===== src/rtl/pipelined_tree_multiplier.sv =====
// Pipelined WIDTH x WIDTH tree multiplier: AND-array partial products, carry-save
// reduction to two rows, Kogge-Stone prefix adder. Valid/ready on both sides with a
// sideband tag. One global stall (adv) freezes every stage together.
// Optional feature macro: MULT_SIGNED_EN selects two's complement (Baugh-Wooley)
// operands and product; undefined builds an unsigned-only multiplier.
module pipelined_tree_multiplier #(
  parameter int unsigned WIDTH     = 8,
  parameter int unsigned TAG_W     = 4,
  parameter int unsigned PIPE_TREE = 1
) (
  input  logic               clk,
  input  logic               rst,
  input  logic               in_valid,
  output logic               in_ready,
  input  logic [WIDTH-1:0]   x,
  input  logic [WIDTH-1:0]   y,
  input  logic [TAG_W-1:0]   in_tag,
  output logic               out_valid,
  input  logic               out_ready,
  output logic [2*WIDTH-1:0] o,
  output logic [TAG_W-1:0]   out_tag,
  output logic               busy
);

  localparam int unsigned P = 2 * WIDTH;
`ifdef MULT_SIGNED_EN
  localparam int unsigned NROWS = WIDTH + 1;
`else
  localparam int unsigned NROWS = WIDTH;
`endif
  localparam int unsigned LV = $clog2(P);

  // Row count left after s rounds of 3:2 compression starting from n0 rows.
  function automatic int unsigned rows_after(input int unsigned n0, input int unsigned s);
    int unsigned n;
    n = n0;
    for (int unsigned k = 0; k < s; k++) begin
      if (n > 2) n = 2 * (n / 3) + (n % 3);
    end
    return n;
  endfunction

  logic             adv;
  logic             s1_v;
  logic [WIDTH-1:0] s1_x;
  logic [WIDTH-1:0] s1_y;
  logic [TAG_W-1:0] s1_tag;

  logic [WIDTH-1:0] pp_bits [WIDTH];
  logic [P-1:0]     red [NROWS+1][NROWS];
  logic [P-1:0]     tree_a;
  logic [P-1:0]     tree_b;

  logic             add_v;
  logic             mid_v;
  logic [P-1:0]     add_a;
  logic [P-1:0]     add_b;
  logic [TAG_W-1:0] add_tag;
  logic [P-1:0]     add_sum;

  logic [P-1:0]     pfx_g;
  logic [P-1:0]     pfx_p;
  logic [P-1:0]     nxt_g;
  logic [P-1:0]     nxt_p;
  logic [P-1:0]     half_sum;
  int unsigned      pfx_d;

  // Global stall: every stage advances together or holds together.
  assign adv      = ~out_valid | out_ready;
  assign in_ready = adv;
  assign busy     = s1_v | mid_v | out_valid;

  // S1: operand register.
  always_ff @(posedge clk) begin
    if (rst) begin
      s1_v   <= 1'b0;
      s1_x   <= '0;
      s1_y   <= '0;
      s1_tag <= '0;
    end else if (adv) begin
      s1_v   <= in_valid;
      s1_x   <= x;
      s1_y   <= y;
      s1_tag <= in_tag;
    end
  end

  // AND-array partial products; signed build inverts the mixed-MSB terms.
  always_comb begin
    for (int unsigned i = 0; i < WIDTH; i++) begin
      for (int unsigned j = 0; j < WIDTH; j++) begin
        pp_bits[i][j] = s1_x[j] & s1_y[i];
`ifdef MULT_SIGNED_EN
        if ((i == WIDTH - 1) != (j == WIDTH - 1)) pp_bits[i][j] = ~(s1_x[j] & s1_y[i]);
`endif
      end
    end
  end

  for (genvar i = 0; i < WIDTH; i++) begin : g_pp
    assign red[0][i] = {{WIDTH{1'b0}}, pp_bits[i]} << i;
  end

`ifdef MULT_SIGNED_EN
  // Baugh-Wooley correction constants at columns WIDTH and 2*WIDTH-1.
  assign red[0][WIDTH] = (P'(1) << WIDTH) | (P'(1) << (P - 1));
`endif

  // Carry-save reduction: each round compresses row triples with full adders.
  for (genvar s = 0; s < NROWS; s++) begin : g_stage
    localparam int unsigned N  = rows_after(NROWS, s);
    localparam int unsigned NF = (N > 2) ? N / 3 : 0;
    localparam int unsigned NO = rows_after(NROWS, s + 1);
    for (genvar r = 0; r < NROWS; r++) begin : g_row
      if (r < NF) begin : g_fa
        logic [P-1:0] ra, rb, rc, maj;
        assign ra  = red[s][3*r];
        assign rb  = red[s][3*r+1];
        assign rc  = red[s][3*r+2];
        assign maj = (ra & rb) | (ra & rc) | (rb & rc);
        assign red[s+1][2*r]   = ra ^ rb ^ rc;
        assign red[s+1][2*r+1] = {maj[P-2:0], 1'b0};
      end
      if (r >= 3 * NF && r < N) begin : g_pass
        assign red[s+1][r - 3*NF + 2*NF] = red[s][r];
      end
      if (r >= NO) begin : g_zero
        assign red[s+1][r] = '0;
      end
    end
  end

  assign tree_a = red[NROWS][0];
  assign tree_b = red[NROWS][1];

  // Optional S2 register between the tree and the prefix adder.
  if (PIPE_TREE != 0) begin : g_pipe
    logic             s2_v;
    logic [P-1:0]     s2_a;
    logic [P-1:0]     s2_b;
    logic [TAG_W-1:0] s2_tag;

    // S2: two carry-save rows plus tag.
    always_ff @(posedge clk) begin
      if (rst) begin
        s2_v   <= 1'b0;
        s2_a   <= '0;
        s2_b   <= '0;
        s2_tag <= '0;
      end else if (adv) begin
        s2_v   <= s1_v;
        s2_a   <= tree_a;
        s2_b   <= tree_b;
        s2_tag <= s1_tag;
      end
    end

    assign add_v   = s2_v;
    assign add_a   = s2_a;
    assign add_b   = s2_b;
    assign add_tag = s2_tag;
    assign mid_v   = s2_v;
  end else begin : g_flow
    assign add_v   = s1_v;
    assign add_a   = tree_a;
    assign add_b   = tree_b;
    assign add_tag = s1_tag;
    assign mid_v   = 1'b0;
  end

  // Kogge-Stone prefix carries; nodes whose lower group already reaches bit 0
  // are grey cells (generate only), the rest are black cells.
  always_comb begin
    pfx_g    = add_a & add_b;
    pfx_p    = add_a ^ add_b;
    half_sum = pfx_p;
    nxt_g    = pfx_g;
    nxt_p    = pfx_p;
    pfx_d    = 1;
    for (int unsigned l = 0; l < LV; l++) begin
      pfx_d = 32'd1 << l;
      nxt_g = pfx_g;
      nxt_p = pfx_p;
      for (int unsigned i = 0; i < P; i++) begin
        if (i >= pfx_d) begin
          nxt_g[i] = pfx_g[i] | (pfx_p[i] & pfx_g[i - pfx_d]);
          if (i >= 2 * pfx_d) nxt_p[i] = pfx_p[i] & pfx_p[i - pfx_d];
        end
      end
      pfx_g = nxt_g;
      pfx_p = nxt_p;
    end
    add_sum = half_sum ^ {pfx_g[P-2:0], 1'b0};
  end

  // S3: product register driving the output port.
  always_ff @(posedge clk) begin
    if (rst) begin
      out_valid <= 1'b0;
      o         <= '0;
      out_tag   <= '0;
    end else if (adv) begin
      out_valid <= add_v;
      o         <= add_sum;
      out_tag   <= add_tag;
    end
  end

endmodule


===== config.mk =====
export PLATFORM = sky130hd
export DESIGN_NAME = pipelined_tree_multiplier
export DESIGN_NICKNAME = d
export VERILOG_FILES = /design/src/rtl/pipelined_tree_multiplier.sv
export SDC_FILE = /design/constraint.sdc
export NUM_CORES = 1
export LEC_CHECK = 0
export ABC_AREA = 1
export BUFFER_PORTS_ARGS = -buffer_cell sky130_fd_sc_hd__buf_2
export CAP_MARGIN = 20
export CORE_MARGIN = 2
export CORE_UTILIZATION = 54
export CTS_CLUSTER_SIZE = 40
export DETAILED_ROUTE_END_ITERATION = 16
export GPL_ROUTABILITY_DRIVEN = 0
export PLACE_DENSITY_LB_ADDON = 0.1
export SYNTH_ARGS = -nofsm -noshare
export SYNTH_HDL_FRONTEND = slang
export SYNTH_SLANG_ARGS = --single-unit
export TNS_END_PERCENT = 20

===== constraint.sdc =====
create_clock -name clk -period 2.8 [get_ports clk]
set_input_delay 0 -clock clk [delete_from_list [all_inputs] [get_ports clk]]
set_output_delay 0 -clock clk [all_outputs]
set_load 0.03 [all_outputs]

# Yosys cells after proc, flatten, opt, wreduce, memory -nomap -nowiden
# Index checks and enable logic that the tools add are counted.
word_totals:
  output_inout_bits: 23
  reg_bits: 78
  inputBits: 24
classes:
  bitwise_logic: 234
op_table:
  columns: ["op", "n"]
  rows:
  - ["AND 1 bit", 140]
  - ["AND 15 bit", 4]
  - ["OR 15 bit", 4]
  - ["OR 1 bit", 48]
  - ["bitwise XOR 16 bit", 3]
  - ["AND 14 x 15 -> 15 bit", 3]
  - ["OR 14 x 15 -> 15 bit", 2]
  - ["bitwise XOR 14 x 15 -> 15 bit", 2]
  - ["AND 11 x 13 -> 13 bit", 2]
  - ["OR 13 bit", 2]
  - ["bitwise XOR 15 x 16 -> 16 bit", 1]
  - ["AND 13 x 15 -> 15 bit", 1]
  - ["AND 13 x 14 -> 14 bit", 1]
  - ["AND 14 bit", 1]
  - ["bitwise XOR 13 x 14 -> 14 bit", 1]
  - ["bitwise XOR 14 bit", 1]
  - ["AND 10 x 13 -> 13 bit", 1]
  - ["AND 12 x 13 -> 13 bit", 1]
  - ["OR 11 x 13 -> 13 bit", 1]
  - ["OR 12 x 13 -> 13 bit", 1]
  - ["bitwise XOR 11 x 13 -> 13 bit", 1]
  - ["bitwise XOR 12 x 13 -> 13 bit", 1]
  - ["AND 11 x 12 -> 12 bit", 1]
  - ["bitwise XOR 11 x 12 -> 12 bit", 1]
  - ["other kinds (10)", 10]

# Logic depth before layout (Yosys ltp)
# Gate-level depths: netlist (run 1).
logic_depth:
  depth_word: 13
  ltp_mapped: 11
  depth_no_buf: 11

# Worst setup path after synthesis (run 1)
# OpenSTA, ideal clock, no wires.
synth_path:
  kind: "register to register"
  from: "reg s1_y[5]"
  to: "reg g_pipe.s2_a[7], in the netlist add_a[7]"
  path_stages_with_launch: 10
  setup_ns: 0.116
  t_arrival_ns: 2.772
  slack_ns: -0.087
  cell_sequence: "dfxtp_1 -> clkbuf_1 -> nand2_1 -> fa_1 -> fa_1 -> fa_1 -> inv_1 -> fa_1 -> o21ai_0 -> nor2_1"
synth_via:
  elab_chain_cells: 11
  word_cells_on_any_way: 28
synth_rtl:
  columns: ["element", "line", "source"]
  rows:
  - ["start: declaration", "46", "logic [WIDTH-1:0] s1_y;"]
  - ["start signal: assignment", "83", "s1_y <= y;"]
  - ["AND 1 bit", "92", "pp_bits[i][j] = s1_x[j] & s1_y[i];"]
  - ["AND 11 x 13 -> 13 bit", "120", "assign maj = (ra & rb) | (ra & rc) | (rb & rc);"]
  - ["OR 12 x 13 -> 13 bit", "120", null]
  - ["OR 13 bit", "120", null]
  - ["bitwise XOR 14 bit", "121", "assign red[s+1][2*r] = ra ^ rb ^ rc;"]
  - ["bitwise XOR 14 x 15 -> 15 bit", "121", null]
  - ["AND 13 x 15 -> 15 bit", "120", null]
  - ["OR 14 x 15 -> 15 bit", "120", null]
  - ["OR 15 bit", "120", null]
  - ["bitwise XOR 15 x 16 -> 16 bit", "121", null]
  - ["bitwise XOR 16 bit *", "121", null]
  - ["named net tree_a[7]", "51", "logic [P-1:0] tree_a;"]
  - ["end signal: assignment", "152", "s2_a <= tree_a;"]
  - ["end: declaration", "139", "logic [P-1:0] s2_a;"]
# Mark *: on every way through the listed nets, which the timed path passes. The rest lies on a longest branch.
# A chain may end at the register's enable or synchronous reset.

# Worst setup path in the final report (run 1)
layout_path:
  from: "reg s1_x[2]"
  to: "reg g_pipe.s2_a[6], in the netlist add_a[6]"
layout_via:
  elab_chain_cells: 12
  word_cells_on_any_way: 34
layout_rtl:
  columns: ["element", "line", "source"]
  rows:
  - ["start: declaration", "45", "logic [WIDTH-1:0] s1_x;"]
  - ["start signal: assignment", "77", "s1_x <= '0;"]
  - ["start signal: assignment", "82", "s1_x <= x;"]
  - ["AND 1 bit", "92", null]
  - ["AND 8 x 9 -> 9 bit", "120", null]
  - ["OR 9 x 10 -> 10 bit", "120", null]
  - ["OR 10 bit", "120", null]
  - ["AND 10 x 11 -> 11 bit", "120", null]
  - ["OR 11 x 13 -> 13 bit", "120", null]
  - ["OR 13 bit", "120", null]
  - ["AND 13 x 14 -> 14 bit", "120", null]
  - ["OR 14 x 15 -> 15 bit", "120", null]
  - ["OR 15 bit", "120", null]
  - ["bitwise XOR 15 x 16 -> 16 bit *", "121", null]
  - ["bitwise XOR 16 bit *", "121", null]
  - ["named net tree_a[6]", "51", null]
# Marks and branches as above.

==> impl_metrics.json, run 1 <==
{
  "run_status": "finished, final reports clean",
  "worstHoldPathType": "primary input to flop",
  "routed_wirelength_um": 8840,
  "critPathArrivalTime_ns": 2.92,
  "start_util_pct": 55.8,
  "synthCells": 611,
  "syn_nets": 699,
  "slew_headroom_pct": 58.8,
  "cts_root_buffer": "clkbuf_8",
  "detail_route.vias_per_cell": 4.80,
  "overflow": 0,
  "cp.required_ns": 3.01,
  "antenna_found_initial": 0,
  "dieArea_um2": 9240,
  "cts_buffer_depth": 2,
  "power_leakage_uw": 0.00300,
  "rows": 33,
  "area_delta_synth_final_pct": 18.0,
  "fmax_mhz": 369,
  "final_area_um2": 5410,
  "die_y_um": 96.1,
  "ys_seq_area_share_pct": 31.9,
  "dieWidth_um": 96.1,
  "regToRegSetupSlack_ns": 0.09,
  "htreeDepth": 3,
  "fill_cells": 735,
  "multi_input_area_um2": 2600,
  "drt_iter0_drc": 119,
  "grt_pass1_vias": 3586,
  "vias": 3756,
  "seqCellArea_um2": 1500,
  "grt_max_degree": 73,
  "avgSynthCellArea_um2": 7.50,
  "routedWlPerCell_um": 11.3,
  "slew_viol_final": 0,
  "core_um2": 8220,
  "dpl_cell_area_um2": 4910,
  "clock_latency_ns": 0.35,
  "place_hpwl_um": 6320,
  "cts.clk_slew.worst_paths_ns": 0.07,
  "finalSetupViolCount": 0,
  "yosys.cell_count.top_type": "nor2_1",
  "synthTopCellsByArea": "dfxtp_1 (32%), fa_1 (17%), nor2_1 (10%), nand2_1 (8.8%), inv_1 (7.4%)",
  "synth_top_area_share_pct": 31.9,
  "synth_edf_count": 0,
  "worstSetupPathType": "flop to flop",
  "maxCapViolCount": 0,
  "worst_hold_slack_ns": 0.269,
  "drc": 0,
  "drive_gt1_share_pct": 16.4,
  "power_density_nw_per_um2": 477,
  "grt_usage_pct": 21.1,
  "fin_nets": 760,
  "synthArstFlopShare_pct": 0,
  "peakVddDrop_uv": 258,
  "post_cts_buffers": 0,
  "cts_tree": "yes",
  "syn-cell-area_um2": 4580,
  "fin_skew_ns": 0.00861,
  "pin_count": 47,
  "synth.distinct_cells": 25,
  "cp-end-kind": "flop",
  "ys.flop_type": "dfxtp_1",
  "cts.sinks": 73,
  "final_core_util_pct": 65.9,
  "cts_made_buffers": 9,
  "ys_ff_latch": 73,
  "synth_top_cell_by_area": "dfxtp_1",
  "diodes": 0,
  "start_kind": "flop",
  "finalHoldViolCount": 0,
  "fin_crit_ns": 2.71,
  "grt_pass1_wl_um": 15300,
  "rsz0062_at_grt": "yes",
  "cp_max_fo": 4,
  "fin_crit_sh_pct": 96.7,
  "ys.warnings.count": 0,
  "antenna_left": 0,
  "portBuffers": 46,
  "worst_pin_slew_ns": 0.618,
  "dr.pass1.iters": 4,
  "yosys-top-cells-count": "nor2_1 (124), nand2_1 (107), inv_1 (90), dfxtp_1 (73), o21ai_0 (54)"
}
[worst max-delay path: stages (launching register included)]
cell and delay, ns:
dfxtp_4 0.36, buf_6 0.12, nand2_1 0.05, inv_1 0.05, fa_1 0.51, inv_2 0.04
fa_2 0.52, inv_2 0.04, fa_1 0.39, ha_1 0.31, o21ai_1 0.13, a21oi_1 0.05
[placed cells by master, fill, tap and decap left out, drive strengths merged]
cell / instances
a21oi: 12
nand4: 2
nor2: 127
buf: 66
o21bai: 3
o21ai: 72
nand2: 108
dfxtp: 73
clkinv: 1
nand3: 16
clkinvlp: 1
bufinv: 2
a21o: 1
clkbuf: 10
xor2: 3
fa: 39
dlygate4sd3: 22
inv: 94
ha: 25
[area by class of cell]
type,instances,share of cell area [%]
Clock buffer,10,2.36
Clock inverter,6,1.66
Inverter,92,6.38
Multi-Input combinational cell,408,48.0
Sequential cell,73,27.7
Tap cell,105,2.43
Timing Repair Buffer,88,11.4
[path summary, 6_finish.rpt]
path                            cells past startpoint         to       from
worst max-delay path                               11   add_a[6]    s1_x[2]
worst max register to register                     11   add_a[6]    s1_x[2]
worst min register to register                      2  add_b[15]  add_b[15]
worst min-delay path                                4  out_valid  out_ready
[kinds of logic (layout without fill, tap and decap cells)]
| kind of cell | after synthesis | count (layout) | share of synthesized area (%) |
|---|---|---|---|
| AO/OA/AOI/OAI | 88 | 88 | 10.2 |
| XOR/XNOR | 3 | 3 | 0.573 |
| adder cells (fa/ha/maj) | 64 | 64 | 23.9 |
| buffers and inverters | 130 | 196 | 11.8 |
| flip-flops | 73 | 73 | 31.9 |
| AND/OR/NAND/NOR | 253 | 253 | 21.7 |
[repair_timing]
| item | CTS | global route |
|---|---|---|
| setup endpoints to repair | 5 | 12 |
| endpoints found under the hold margin | 22 | 0 |
| pin swaps | 0 | 16 |
| hold buffers | 22 | 0 |
| resized for setup | 7 | 31 |
[per-layer routing]
metal  vias to the layer above  track usage [%]  share of wire, %
met1                      1686             26.0                47
met5                         -                0                 0
met2                        72             36.5                46
met3                        18             3.60               4.0
met4                         0             8.45               2.4
li1                       1980                -                 -
[metrics by stage]
stage / total power, uW / setup WS [ns] / setup TNS (ns) / cells
6_report: 2580 / 0.0934 / 0 / 782
5_1_grt: 2740 / -0.00982 / -0.0151 / 782
4_1_cts: 2600 / 0.000144 / 0 / 782
3_5_place_dp: 1660 / -0.0769 / -0.266 / 744
3_3_place_gp: 1640 / -0.00323 / -0.00405 / 744
2_1_floorplan: 1530 / 0.0172 / 0 / 611
[registers in the layout, summed over array words and instances, names as in the netlist]
signal and flops:
o 16, add_a 15, add_b 11, s1_x 8
s1_y 8, add_tag 4, out_tag 4, s1_tag 4
add_v 1, out_valid 1, s1_v 1
[report_power, final]
group	switching (uW)	internal, uW
logic	290	203
registers	56.7	1120
clock network	407	507
total	754	1830
No activity file was read; power rests on OpenSTA's default activity.
==> run 2: changes to the inputs <==
--- a/config.mk
+++ b/config.mk
@@ -9,11 +9,11 @@
 export BUFFER_PORTS_ARGS = -buffer_cell sky130_fd_sc_hd__buf_2
 export CAP_MARGIN = 20
 export CORE_MARGIN = 2
-export CORE_UTILIZATION = 54
+export CORE_UTILIZATION = 50
 export CTS_CLUSTER_SIZE = 40
 export DETAILED_ROUTE_END_ITERATION = 16
 export GPL_ROUTABILITY_DRIVEN = 0
-export PLACE_DENSITY_LB_ADDON = 0.1
+export PLACE_DENSITY = 0.69
 export SYNTH_ARGS = -nofsm -noshare
 export SYNTH_HDL_FRONTEND = slang
 export SYNTH_SLANG_ARGS = --single-unit
==> run 2 against run 1 <==
Effect of this change:
- fmax is essentially flat
- critical endpoint is now add_a[7]
- die area grew 7.7%
- global-route usage shrank 2.0 points
- critical path depth shrank 3
- highest routed layer unchanged
- utilization shrank 4.2 points
- clock-buffer cell count is the same
- sequential power is essentially flat
==> impl_metrics.json, run 2 (synthesis results as in run 1) <==
{
  "run_status": "finished, final reports clean",
  "fmax_mhz": 369,
  "die_y_um": 99.8,
  "max_stage_delay_ns": 0.51,
  "grt_usage_pct": 19.1,
  "post_cts_buffers": 0,
  "start_util_pct": 52.1,
  "dpl_cell_area_um2": 4910,
  "fin_crit_ns": 2.71,
  "routedWlPerCell_um": 11.2,
  "clock_latency_ns": 0.35,
  "path_cells": "nand2_2 -> fa_1 -> fa_1 -> fa_1 -> inv_1 -> fa_1 -> o21ai_1 -> nor2_1",
  "cp_max_fo": 7,
  "seqPwrFrac_pct": 43.0,
  "cts_buffer_depth": 2,
  "final_core_util_pct": 61.7,
  "start_kind": "flop",
  "antenna_found_initial": 0,
  "cp-end-kind": "flop",
  "p_sw_share_pct": 26.9,
  "netSwitchingPower_uw": 734,
  "finalSetupViolCount": 0,
  "worst_pin_slew_ns": 0.606,
  "fin_skew_ns": 0.00975,
  "place_hpwl_um": 6270,
  "dieWidth_um": 99.8,
  "cts.sinks": 73,
  "portBuffers": 46,
  "final_area_um2": 5430,
  "routed_wirelength_um": 8790,
  "fin_nets": 761,
  "dr.pass1.iters": 4,
  "drt_iter0_drc": 136,
  "vias": 3786,
  "drc": 0,
  "detail_route.vias_per_cell": 4.82,
  "critPathBufInv": 1,
  "rsz0062_at_grt": "yes",
  "overflow": 0,
  "slowest_stage": "fa_1",
  "drive_gt1_share_pct": 15.7,
  "slew_headroom_pct": 59.6,
  "fin_crit_sh_pct": 96.7,
  "area_delta_synth_final_pct": 18.4,
  "maxCapViolCount": 0,
  "pin_count": 47,
  "grt_pass1_vias": 3624,
  "htreeDepth": 3,
  "antenna_left": 0,
  "dp.cells": 748,
  "grt_max_degree": 73,
  "cts_made_buffers": 9,
  "final_cell_mix": "nor2_1 (124), nand2_1 (106), inv_1 (90)",
  "largest_register": "o",
  "pwr-share-clk_pct": 39.3,
  "final_cells": 785,
  "grt_pass1_wl_um": 15500,
  "largest_reg_flops": 16,
  "cp.required_ns": 3.04,
  "slew_viol_final": 0,
  "finalHoldViolCount": 0,
  "core_um2": 8810,
  "cts.clk_slew.worst_paths_ns": 0.08,
  "worstSetupPathType": "flop to flop",
  "power_leakage_uw": 0.00301,
  "diodes": 0,
  "worstHoldPathType": "primary input to flop",
  "cts_root_buffer": "clkbuf_8",
  "dieArea_um2": 9950,
  "power_density_nw_per_um2": 503,
  "peakVddDrop_uv": 259,
  "cpLargestDelayFamily": "adder cells",
  "final_common_cell": "nor2_1",
  "comb_power_share_pct": 17.8,
  "cpMostUsedCell": "fa_1",
  "critPathArrivalTime_ns": 2.94,
  "cts_tree": "yes",
  "rows": 34,
  "intPower_uw": 2000
}
==> run 2: changes by cell type in the layout (fill, tap and decap cells not counted), moves of 2 or more <==
cell       change
inv_6          -2
nand2_2        -2
dfxtp_2        +3
inv_1          +2
bufinv_16      +2
dfxtp_4        -3
nand2_1        +2
buf_4          +3
inv_2          -2
==> run 2: per-stage QoR <==
step           hold slack, ns  setup slack [ns]  total power [uW]  TNS (ns)
6_report                0.194            0.0935              2730         0
3_5_place_dp            0.186           -0.0762              1660    -0.262
3_3_place_gp            0.173           0.00239              1640         0
5_1_grt                 0.224           -0.0118              2880   -0.0466
4_1_cts                 0.187            0.0191              2750         0
2_1_floorplan          0.0691            0.0172              1530         0
==> run 2: timing repair <==
item | 4_1_cts | 5_1_grt
setup endpoints to repair | 7 | 11
resized for setup | 8 | 20
endpoints found under the hold margin | 22 | 0
pin swaps | 0 | 12
hold buffers | 22 | 0
==> run 2: power groups by stage <==
stage	Sequential, uW	Clock, uW	Combinational (uW)
final	1170	1070	485
after global routing	1180	1140	562
after CTS	1170	1090	485
after detailed placement	1200	0	459
after global placement	1190	0	449
after floorplan	1220	0	314
==> run 2: worst min-delay path, delay by kind of cell <==
family	cells	cell delay, ns
buffers and inverters	2	0.35
AOI/OAI and AO/OA	1	0.11
and+or+nand+nor	1	0.04
==> run 2: area by class of cell <==
class                   count  area, um^2
fillers                   833        3380
multi-input cells         408        2590
flip-flops and latches     73        1490
repair buffers             89         608
inverters                  92         345
well taps                 108         135
clock inverters             5         129
clock buffers              10         128
==> run 2: final timing paths <==
| check | end | slack (ns) | cells past startpoint | start |
|---|---|---|---|---|
| worst max-delay path | add_a[7] | 0.09 | 8 | s1_y[2] |
| worst min-delay path | out_valid | 0.19 | 4 | out_ready |
| worst max register to register | add_a[7] | 0.09 | 8 | s1_y[2] |
| worst min register to register | add_tag[1] | 0.48 | 2 | add_tag[1] |
==> run 2: per-layer routing <==
metal	global-route usage, %	up-vias	share of wire, %
li1	-	1976	-
met1	23.7	1727	47
met2	32.7	68	48
met3	4.85	15	3.7
met4	6.11	0	1.7
met5	0	-	0
